**src/rtl/data_bus_arbiter_if.sv**
```systemverilog
// data_bus_arbiter_if: one data-bus port (access type NONE=0 R=1 W=2 X=3, length B=0 H=1 W=2).
interface data_bus_arbiter_if;
  logic [31:0] addr, data_out, data_in;
  logic [1:0] access_type, mem_len;
  logic ready, err;
  modport master(output addr, data_out, access_type, mem_len, input data_in, ready);
  modport slave(input addr, data_out, access_type, mem_len, output data_in, ready, err);
endinterface

```
**src/rtl/data_bus_arbiter.sv**
```systemverilog
// data_bus_arbiter: two-master data bus arbiter with watchdog; DATA_BUS_ARB_RR_EN selects round-robin ties.
module data_bus_arbiter #(
  parameter int TIMEOUT_CYCLES = 256,
  parameter int CNT_W = 9
) (
  input logic clk,
  input logic res,
  data_bus_arbiter_if.slave m0,
  data_bus_arbiter_if.slave m1,
  data_bus_arbiter_if.master db
);
  typedef enum logic [1:0] {IDLE, BUSY, RESP} state_t;
  state_t state;
  logic [CNT_W-1:0] cnt;
  logic owner, last_grant, req0, req1, win, done;
  logic [31:0] req_addr, req_data, ret_data;
  logic [1:0] req_type, req_len;
  assign req0 = m0.access_type != 2'd0;
  assign req1 = m1.access_type != 2'd0;
`ifdef DATA_BUS_ARB_RR_EN
  assign win = req0 && req1 ? !last_grant : req1;
`else
  assign win = !req0;
`endif
  // a same-cycle db_ready beats watchdog expiry
  assign done = db.ready || cnt == CNT_W'(TIMEOUT_CYCLES - 1);
  assign ret_data = db.ready ? db.data_in : '0;
  // req_* are zero outside BUSY, so the slave bus idles at NONE
  assign db.addr = req_addr;
  assign db.data_out = req_data;
  assign db.access_type = req_type;
  assign db.mem_len = req_len;
  always_ff @(posedge clk) begin
    if (!res) begin
      state <= IDLE;
      cnt <= '0;
      owner <= 1'b0;
      last_grant <= 1'b1;
      {req_addr, req_data, req_type, req_len} <= '0;
      {m0.ready, m0.err, m1.ready, m1.err} <= '0;
      m0.data_in <= '0;
      m1.data_in <= '0;
    end else begin
      {m0.ready, m0.err, m1.ready, m1.err} <= '0;
      case (state)
        IDLE: if (req0 || req1) begin
          state <= BUSY;
          owner <= win;
          last_grant <= win;
          cnt <= '0;
          req_addr <= win ? m1.addr : m0.addr;
          req_data <= win ? m1.data_out : m0.data_out;
          req_type <= win ? m1.access_type : m0.access_type;
          req_len <= win ? m1.mem_len : m0.mem_len;
        end
        BUSY: if (done) begin
          state <= RESP;
          {req_addr, req_data, req_type, req_len} <= '0;
          if (owner) begin
            m1.ready <= 1'b1;
            m1.err <= !db.ready;
            m1.data_in <= ret_data;
          end else begin
            m0.ready <= 1'b1;
            m0.err <= !db.ready;
            m0.data_in <= ret_data;
          end
        end else cnt <= cnt + 1'b1;
        default: state <= IDLE;
      endcase
    end
  end
endmodule

```
**src/flat_wrapper.sv**
```systemverilog
// flat-port wrapper written by rule: the top's interface ports become plain ports
module data_bus_arbiter_flat 
#(
  parameter int TIMEOUT_CYCLES = 256,
  parameter int CNT_W = 9
)
  (clk, res, m0_addr, m0_data_out, m0_access_type, m0_mem_len, m0_data_in, m0_ready, m0_err, m1_addr, m1_data_out, m1_access_type, m1_mem_len, m1_data_in, m1_ready, m1_err, db_addr, db_data_out, db_access_type, db_mem_len, db_data_in, db_ready);
  data_bus_arbiter_if m0_i ();
  data_bus_arbiter_if m1_i ();
  data_bus_arbiter_if db_i ();
  input logic clk;
  input logic res;
  input wire logic [$bits(m0_i.addr)-1:0] m0_addr;
  input wire logic [$bits(m0_i.data_out)-1:0] m0_data_out;
  input wire logic [$bits(m0_i.access_type)-1:0] m0_access_type;
  input wire logic [$bits(m0_i.mem_len)-1:0] m0_mem_len;
  output wire logic [$bits(m0_i.data_in)-1:0] m0_data_in;
  output wire logic [$bits(m0_i.ready)-1:0] m0_ready;
  output wire logic [$bits(m0_i.err)-1:0] m0_err;
  input wire logic [$bits(m1_i.addr)-1:0] m1_addr;
  input wire logic [$bits(m1_i.data_out)-1:0] m1_data_out;
  input wire logic [$bits(m1_i.access_type)-1:0] m1_access_type;
  input wire logic [$bits(m1_i.mem_len)-1:0] m1_mem_len;
  output wire logic [$bits(m1_i.data_in)-1:0] m1_data_in;
  output wire logic [$bits(m1_i.ready)-1:0] m1_ready;
  output wire logic [$bits(m1_i.err)-1:0] m1_err;
  output wire logic [$bits(db_i.addr)-1:0] db_addr;
  output wire logic [$bits(db_i.data_out)-1:0] db_data_out;
  output wire logic [$bits(db_i.access_type)-1:0] db_access_type;
  output wire logic [$bits(db_i.mem_len)-1:0] db_mem_len;
  input wire logic [$bits(db_i.data_in)-1:0] db_data_in;
  input wire logic [$bits(db_i.ready)-1:0] db_ready;
  assign m0_i.addr = m0_addr;
  assign m0_i.data_out = m0_data_out;
  assign m0_i.access_type = m0_access_type;
  assign m0_i.mem_len = m0_mem_len;
  assign m0_data_in = m0_i.data_in;
  assign m0_ready = m0_i.ready;
  assign m0_err = m0_i.err;
  assign m1_i.addr = m1_addr;
  assign m1_i.data_out = m1_data_out;
  assign m1_i.access_type = m1_access_type;
  assign m1_i.mem_len = m1_mem_len;
  assign m1_data_in = m1_i.data_in;
  assign m1_ready = m1_i.ready;
  assign m1_err = m1_i.err;
  assign db_addr = db_i.addr;
  assign db_data_out = db_i.data_out;
  assign db_access_type = db_i.access_type;
  assign db_mem_len = db_i.mem_len;
  assign db_i.data_in = db_data_in;
  assign db_i.ready = db_ready;
  data_bus_arbiter #(.TIMEOUT_CYCLES(TIMEOUT_CYCLES), .CNT_W(CNT_W)) u_core (.clk(clk), .res(res), .m0(m0_i), .m1(m1_i), .db(db_i));
endmodule
```
**config.mk**
```make
export PLATFORM = sky130hd
export DESIGN_NAME = data_bus_arbiter_flat
export DESIGN_NICKNAME = d
export VERILOG_FILES = /design/src/rtl/data_bus_arbiter_if.sv /design/src/rtl/data_bus_arbiter.sv /design/src/flat_wrapper.sv
export SDC_FILE = /design/constraint.sdc
export NUM_CORES = 1
export LEC_CHECK = 0
export BUFFER_PORTS_ARGS = -buffer_cell sky130_fd_sc_hd__buf_2
export CORE_AREA = 2 2 120 122
export CTS_BUF_LIST = sky130_fd_sc_hd__clkbuf_16
export CTS_CLUSTER_DIAMETER = 150
export CTS_CLUSTER_SIZE = 12
export DETAILED_ROUTE_END_ITERATION = 8
export DIE_AREA = 0 0 122 124
export PLACE_DENSITY = 0.79
export SLEW_MARGIN = 20
export SYNTH_ARGS = -nofsm -noshare
export SYNTH_HDL_FRONTEND = slang
export SYNTH_SLANG_ARGS = --single-unit
```
**constraint.sdc**
```tcl
create_clock -name clk -period 6.5 [get_ports clk]
set_clock_uncertainty 0.15 [all_clocks]
set_input_delay 1.3 -clock clk [delete_from_list [all_inputs] [get_ports clk]]
set_output_delay 1.3 -clock clk [all_outputs]
set_load 0.03 [all_outputs]
```
== After elaboration in Yosys (flattened, before gate mapping) ==
Index checks and enable logic that the tools add are counted.

* Register bits: 148
* Word-level logic and storage cells: 63

* Reductions and logical operators: 17
* Bitwise operators: 4
* Mux-type cells: 23
* Add/sub/neg operators: 1
* Equality and inequality tests: 5

{| class="wikitable"
|+ Operators by type and width
! cell !! count
|-
| $mux 32 || 6
|-
| $pmux 32 s2 || 2
|-
| $mux 9 || 2
|-
| $pmux 9 s2 || 1
|-
| $reduce_and 3->1 || 5
|-
| $mux 2 || 7
|-
| $pmux 2 s2 || 3
|-
| $add 9x1->9 const B || 1
|-
| $eq 9x8->1 const B || 1
|-
| $reduce_bool 2->1 || 3
|-
| $ne 2x1->1 const B || 2
|-
| $not 1->1 || 4
|-
| $reduce_and 2->1 || 2
|-
| $reduce_and 4->1 || 1
|-
| $reduce_or 4->1 || 1
|-
| $eq 2x1->1 const B || 1
|-
| $logic_not 1->1 || 2
|-
| $logic_not 2->1 || 1
|-
| $logic_or 1x1->1 || 2
|-
| $mux 1 || 2
|-
| $ne 2x2->1 const B || 1
|}

== Depth between registers and ports, before layout ==
* Depth in word-level cells: 4
* Gate-level depth with buffers: 11

== Worst setup path after synthesis ==
OpenSTA, ideal clock, no wires.

* Path kind: input port to flip-flop
* Start: input port m0_access_type[1]
* End: register u_core.req_data[15], in the netlist u_core.db.data_out[15]
* Stages on the path: 6
* Path slack: 3.930 ns
* Required time: 6.227 ns
* Arrival: 2.298 ns
* Buffers on the path: 2
* Cells stage by stage: nor2_1 > buf_4 > buf_4 > mux2_2 > nand4_1 > o21ai_0

* Cells in the longest elaborated chain, start to end: 4

{| class="wikitable"
|+ RTL lines
! element !! line !! text
|-
| start, declared || flat_wrapper.sv:15 || <nowiki>input wire logic [$bits(m0_i.access_type)-1:0] m0_access_type;</nowiki>
|-
| $reduce_bool 2->1 * || data_bus_arbiter.sv:18 || <nowiki>assign req0 = m0.access_type != 2'd0;</nowiki>
|-
| $mux 32 or $logic_or 1x1->1 (tied branches) || data_bus_arbiter.sv:52, data_bus_arbiter.sv:46 ||
|-
| $mux 32 or $ne 2x1->1 (tied branches) || n/a ||
|-
| $pmux 32 s2 or $reduce_and 3->1 (tied branches) || n/a ||
|-
| end signal, assigned || data_bus_arbiter.sv:52 || <nowiki>req_data <= win ? m1.data_out : m0.data_out;</nowiki>
|-
| end, declared || data_bus_arbiter.sv:16 || <nowiki>logic [31:0] req_addr, req_data, ret_data;</nowiki>
|}

Every way passes the cells marked *; elsewhere a longest branch is shown, timed or not. The select of a mux whose other input is x is not followed.
A chain may end at the register's enable or synchronous reset.

== Worst setup path in the final report ==
* Start: input port db_ready
* End: register u_core.req_addr[16], in the netlist u_core.db.addr[16]

* Cells in the longest elaborated chain, start to end: 3

{| class="wikitable"
|+ RTL lines
! element !! line !! text
|-
| start, declared || flat_wrapper.sv:32 || <nowiki>input wire logic [$bits(db_i.ready)-1:0] db_ready;</nowiki>
|-
| $logic_or 1x1->1 || data_bus_arbiter.sv:26 || <nowiki>assign done = db.ready || cnt == CNT_W'(TIMEOUT_CYCLES - 1);</nowiki>
|-
| $ne 2x1->1 (no source line) || n/a ||
|-
| $reduce_and 3->1 (no source line) || n/a ||
|-
| end signal, assigned || data_bus_arbiter.sv:51 || <nowiki>req_addr <= win ? m1.addr : m0.addr;</nowiki>
|-
| end, declared || data_bus_arbiter.sv:16 ||
|}

No other way between the ends.

==> summary.md <==
| Metric | Value |
|---|---|
| Clock tree from TritonCTS | yes |
| Post-synthesis mux area share | 11.2% |
| Number of clock sinks | 148 |
| Placed cell count | 1,130 |
| Post-placement worst setup slack | 2.68 ns |
| Number of pins with negative max-slew slack in the final report | 0 |
| Part of the cycle the worst path needs | 52.5% |
| Synthesized-area fraction occupied by and/or/nand/nor cells | 19.9% |
| Post-CTS Setup Inserts | 0 |
| Power density relative to cell area | 273 nW/um^2 |
| Fraction of layout cells with a size suffix above 1 | 39.9% |
| Post-synthesis xor/xnor area fraction | 0% |
| Slew HR | 35.4% |
| DR WL/cell | 16.0 um |
| Count of placed standard cells in the final layout, fillers left out | 1,163 |
| Count of input and output buffers | 306 |
| Drt drc | 0 |
| Io pins | 307 |
| Max Cap Viol | 0 |
| Cell row count | 43 |
| PnR Total Power | 2.34 mW |
| FMAX | 0.293 GHz |
| Slew @ Worst Pin | 0.967 ns |
| Static power due to leakage | 3.79 nW |
| Ratio of routed vias to standard cells | 5.33 |
| Clock edge transition at the registers on the reported setup and hold paths | 0.06 ns |
| Async set or reset register ratio after synthesis | 0% |
| Final cell utilization of the core | 62.4% |
| Layout overhead on the synthesized area | 32.7% |
| Hold Violations, Final | 0 |
| Cell area after placement | 7980 sq um |
| Net count of the mapped netlist | 876 |
| Post-cts gate resize count | 0 |
| Number of nets in the final layout | 1,142 |
| Core Region | 13,700 sq um |
| Post-DP HPWL | 12,800 um |
| TritonRoute pass-1 iters | 5 |
| Hold buffers post-CTS | 0 |
| Synth cell types | 38 |
| Maximum number of pins on one net before global-route repair | 137 |
| Post-detailed-route count of antenna-violating nets | 0 |
| Setup repair after global routing missed its margin | no |
| Leading register cell type out of synthesis | sky130_fd_sc_hd__dfxtp_1 |
| Share of synthesized area occupied by flip-flops and latches | 45.9% |
| DIE AREA | 15,100 sq um |
| Class of the tightest hold or removal check | reg -> reg |
| Largest fanout on the critical path | 67 |
| Die width | 122 um |
| Yosys warnings | 0 |
| Arrival time at the worst endpoint | 3.59 ns |
| Capturing element type of the critical path | flip-flop |
| Required time worst endpoint | 6.68 ns |
| Via count of the first global-routing pass | 5,635 |
| Combinational family with the most area after synthesis | simple AND/OR/NAND/NOR gates |
| Post-synthesis share of cell area spent on full adders, half adders and majority gates | 0.388% |
| First-pass GRT wire length | 28,300 um |
| Overall via count from detail_route | 6,203 |
| Violation count after the first detailed-routing iteration | 417 |
| Weighted congestion reported at the end of routability-driven placement | 0.857 |
| Endpoints failing setup | 0 |
| Mean post-synth cell area | 9.17 sq um |
| Share of the synthesized area in compound gates (AO/OA/AOI/OAI) | 17.4% |
| All-Layer GR Usage | 23.9% |
| Startpoint type of the worst setup path | primary input |
| WL final | 18,600 um |
| Post-route setup TNS | 0 ns |
| Total clock buffers created by CTS | 17 |
| Class of the most critical setup path | in -> reg |
| Clock Latency Late Sink | 0.41 ns |
| CTS H-tree lvls | 4 |
| Total grt overflow | 0 |
| DIE HEIGHT | 124 um |
| Max VDD drop | 0.000173 V |
| Tmin final | 3.41 ns |
| Starting Density | 47.0% |
| Syn Inst Count | 703 |
| Clock root buffer master | sky130_fd_sc_hd__clkbuf_16 |
| Final Instance Area | 8560 sq um |
| Post-layout worst setup margin | 3.09 ns |
| Mapped cell area | 6450 sq um |
| Largest buffer count on any clock path | 2 |
| Number of enable-type register cells in the synthesized netlist | 0 |
| Synthesized flop and latch total | 148 |
| Status | completed |
| Number of antenna violations at the first check in global routing | 1 |
| R2r setup slk | 3.31 ns |
| Hold Worst Slack | 0.299 ns |
[synth_stat cells, types with 3 or more instances]
library cell / count / share of area, %
sky130_fd_sc_hd__nand4_1: 39 / 3.8
sky130_fd_sc_hd__a21boi_1: 23 / 2.7
sky130_fd_sc_hd__nor2_1: 8 / 0.47
sky130_fd_sc_hd__buf_4: 4 / 0.47
sky130_fd_sc_hd__mux2i_1: 24 / 3.7
sky130_fd_sc_hd__buf_2: 27 / 2.1
sky130_fd_sc_hd__nand3_1: 75 / 5.8
sky130_fd_sc_hd__o21ai_0: 13 / 1.0
sky130_fd_sc_hd__nor2b_1: 4 / 0.39
sky130_fd_sc_hd__and3_1: 4 / 0.39
sky130_fd_sc_hd__mux2_2: 43 / 7.5
sky130_fd_sc_hd__a21oi_1: 3 / 0.23
sky130_fd_sc_hd__and2_1: 3 / 0.29
sky130_fd_sc_hd__a21boi_0: 82 / 9.5
sky130_fd_sc_hd__clkbuf_1: 35 / 2.0
sky130_fd_sc_hd__o2bb2ai_1: 23 / 3.1
sky130_fd_sc_hd__dfxtp_1: 148 / 46
sky130_fd_sc_hd__nand2_1: 115 / 6.7
[cells by family after synthesis]
group | count (synthesis)
compound gates | 151
flops | 148
buf+inv | 70
simple gates | 265
mux | 67
fa+ha+maj | 2
[cells in the final DEF (no fill, tap or decap), types with 2 or more instances in the layout]
cell type | Yosys | layout
sky130_fd_sc_hd__a21oi_1 | 3 | 3
sky130_fd_sc_hd__and3_1 | 4 | 4
sky130_fd_sc_hd__buf_2 | 27 | 305
sky130_fd_sc_hd__a21boi_1 | 23 | 23
sky130_fd_sc_hd__nor2_1 | 8 | 7
sky130_fd_sc_hd__nor3_2 | 2 | 2
sky130_fd_sc_hd__mux2_2 | 43 | 43
sky130_fd_sc_hd__nand2_1 | 115 | 115
sky130_fd_sc_hd__nand3_1 | 75 | 75
sky130_fd_sc_hd__nor4_1 | 2 | 2
sky130_fd_sc_hd__bufinv_16 | 0 | 3
sky130_fd_sc_hd__a31oi_1 | 2 | 2
sky130_fd_sc_hd__nor2b_1 | 4 | 3
sky130_fd_sc_hd__o21ai_0 | 13 | 13
sky130_fd_sc_hd__diode_2 | 0 | 2
sky130_fd_sc_hd__clkbuf_16 | 0 | 17
sky130_fd_sc_hd__dfxtp_1 | 148 | 148
sky130_fd_sc_hd__clkinv_1 | 0 | 5
sky130_fd_sc_hd__a21boi_0 | 82 | 82
sky130_fd_sc_hd__o2bb2ai_1 | 23 | 23
sky130_fd_sc_hd__o31ai_1 | 2 | 2
sky130_fd_sc_hd__and2_1 | 3 | 3
sky130_fd_sc_hd__inv_1 | 2 | 3
sky130_fd_sc_hd__ha_1 | 2 | 2
sky130_fd_sc_hd__nand4_1 | 39 | 39
sky130_fd_sc_hd__nand3b_1 | 2 | 2
sky130_fd_sc_hd__clkinv_2 | 0 | 3
sky130_fd_sc_hd__mux2i_1 | 24 | 24
sky130_fd_sc_hd__buf_4 | 4 | 9
[registers in the layout, summed over array words and instances, names as in the netlist]
name and cells:
u_core.m1.ready 1, u_core.m1.err 1, u_core.cnt 9, u_core.m0.ready 1, u_core.owner 1, u_core.m0.err 1, u_core.db.data_out 32, u_core.db.mem_len 2
u_core.m0.data_in 32, u_core.db.addr 32, u_core.db.access_type 2, u_core.m1.data_in 32, u_core.state 2
[final timing paths]
| check | startpoint | to | cells past startpoint |
|---|---|---|---|
| max reg2reg | u_core.cnt[0] | u_core.db.addr[16] | 9 |
| min reg2reg | u_core.m0.data_in[0] | u_core.m0.data_in[0] | 2 |
| max | db_ready | u_core.db.addr[16] | 7 |
| min | u_core.m0.data_in[0] | u_core.m0.data_in[0] | 2 |
[routing by layer]
metal / GRT usage (%) / vias to the layer above / routed length (um)
met1: 30.3 / 2879 / 7750
met5: 0 / - / 0
met3: 7.19 / 31 / 1480
met4: 9.05 / 0 / 406
li1: - / 3028 / -
met2: 38.5 / 265 / 8950
[worst max-delay path, cell delays in order]
cell	delay [ns]
sky130_fd_sc_hd__buf_2	0.10
sky130_fd_sc_hd__buf_4	0.32
sky130_fd_sc_hd__or2_1	0.37
sky130_fd_sc_hd__nand2_1	0.09
sky130_fd_sc_hd__buf_4	0.39
sky130_fd_sc_hd__and3_1	0.81
sky130_fd_sc_hd__o2bb2ai_1	0.19
[power by group]
group	internal, mW	switching, mW	leakage [nW]	total [mW]
sequential	0.956	0.0275	1.21	0.984
combinational	0.140	0.256	2.30	0.396
clock	0.591	0.366	0.281	0.957
total	1.69	0.649	3.79	2.34
[area by class of cell]
cell class	count	area (sq um)
clock buffers	17	425
flip-flops and latches	148	2960
clock inverters	14	144
diodes	2	5.00
fillers	1212	5160
multi-input cells	485	3180
repair buffers	315	1610
well taps	180	225
inverters	2	7.51
Power figures use the tool's default switching activity.
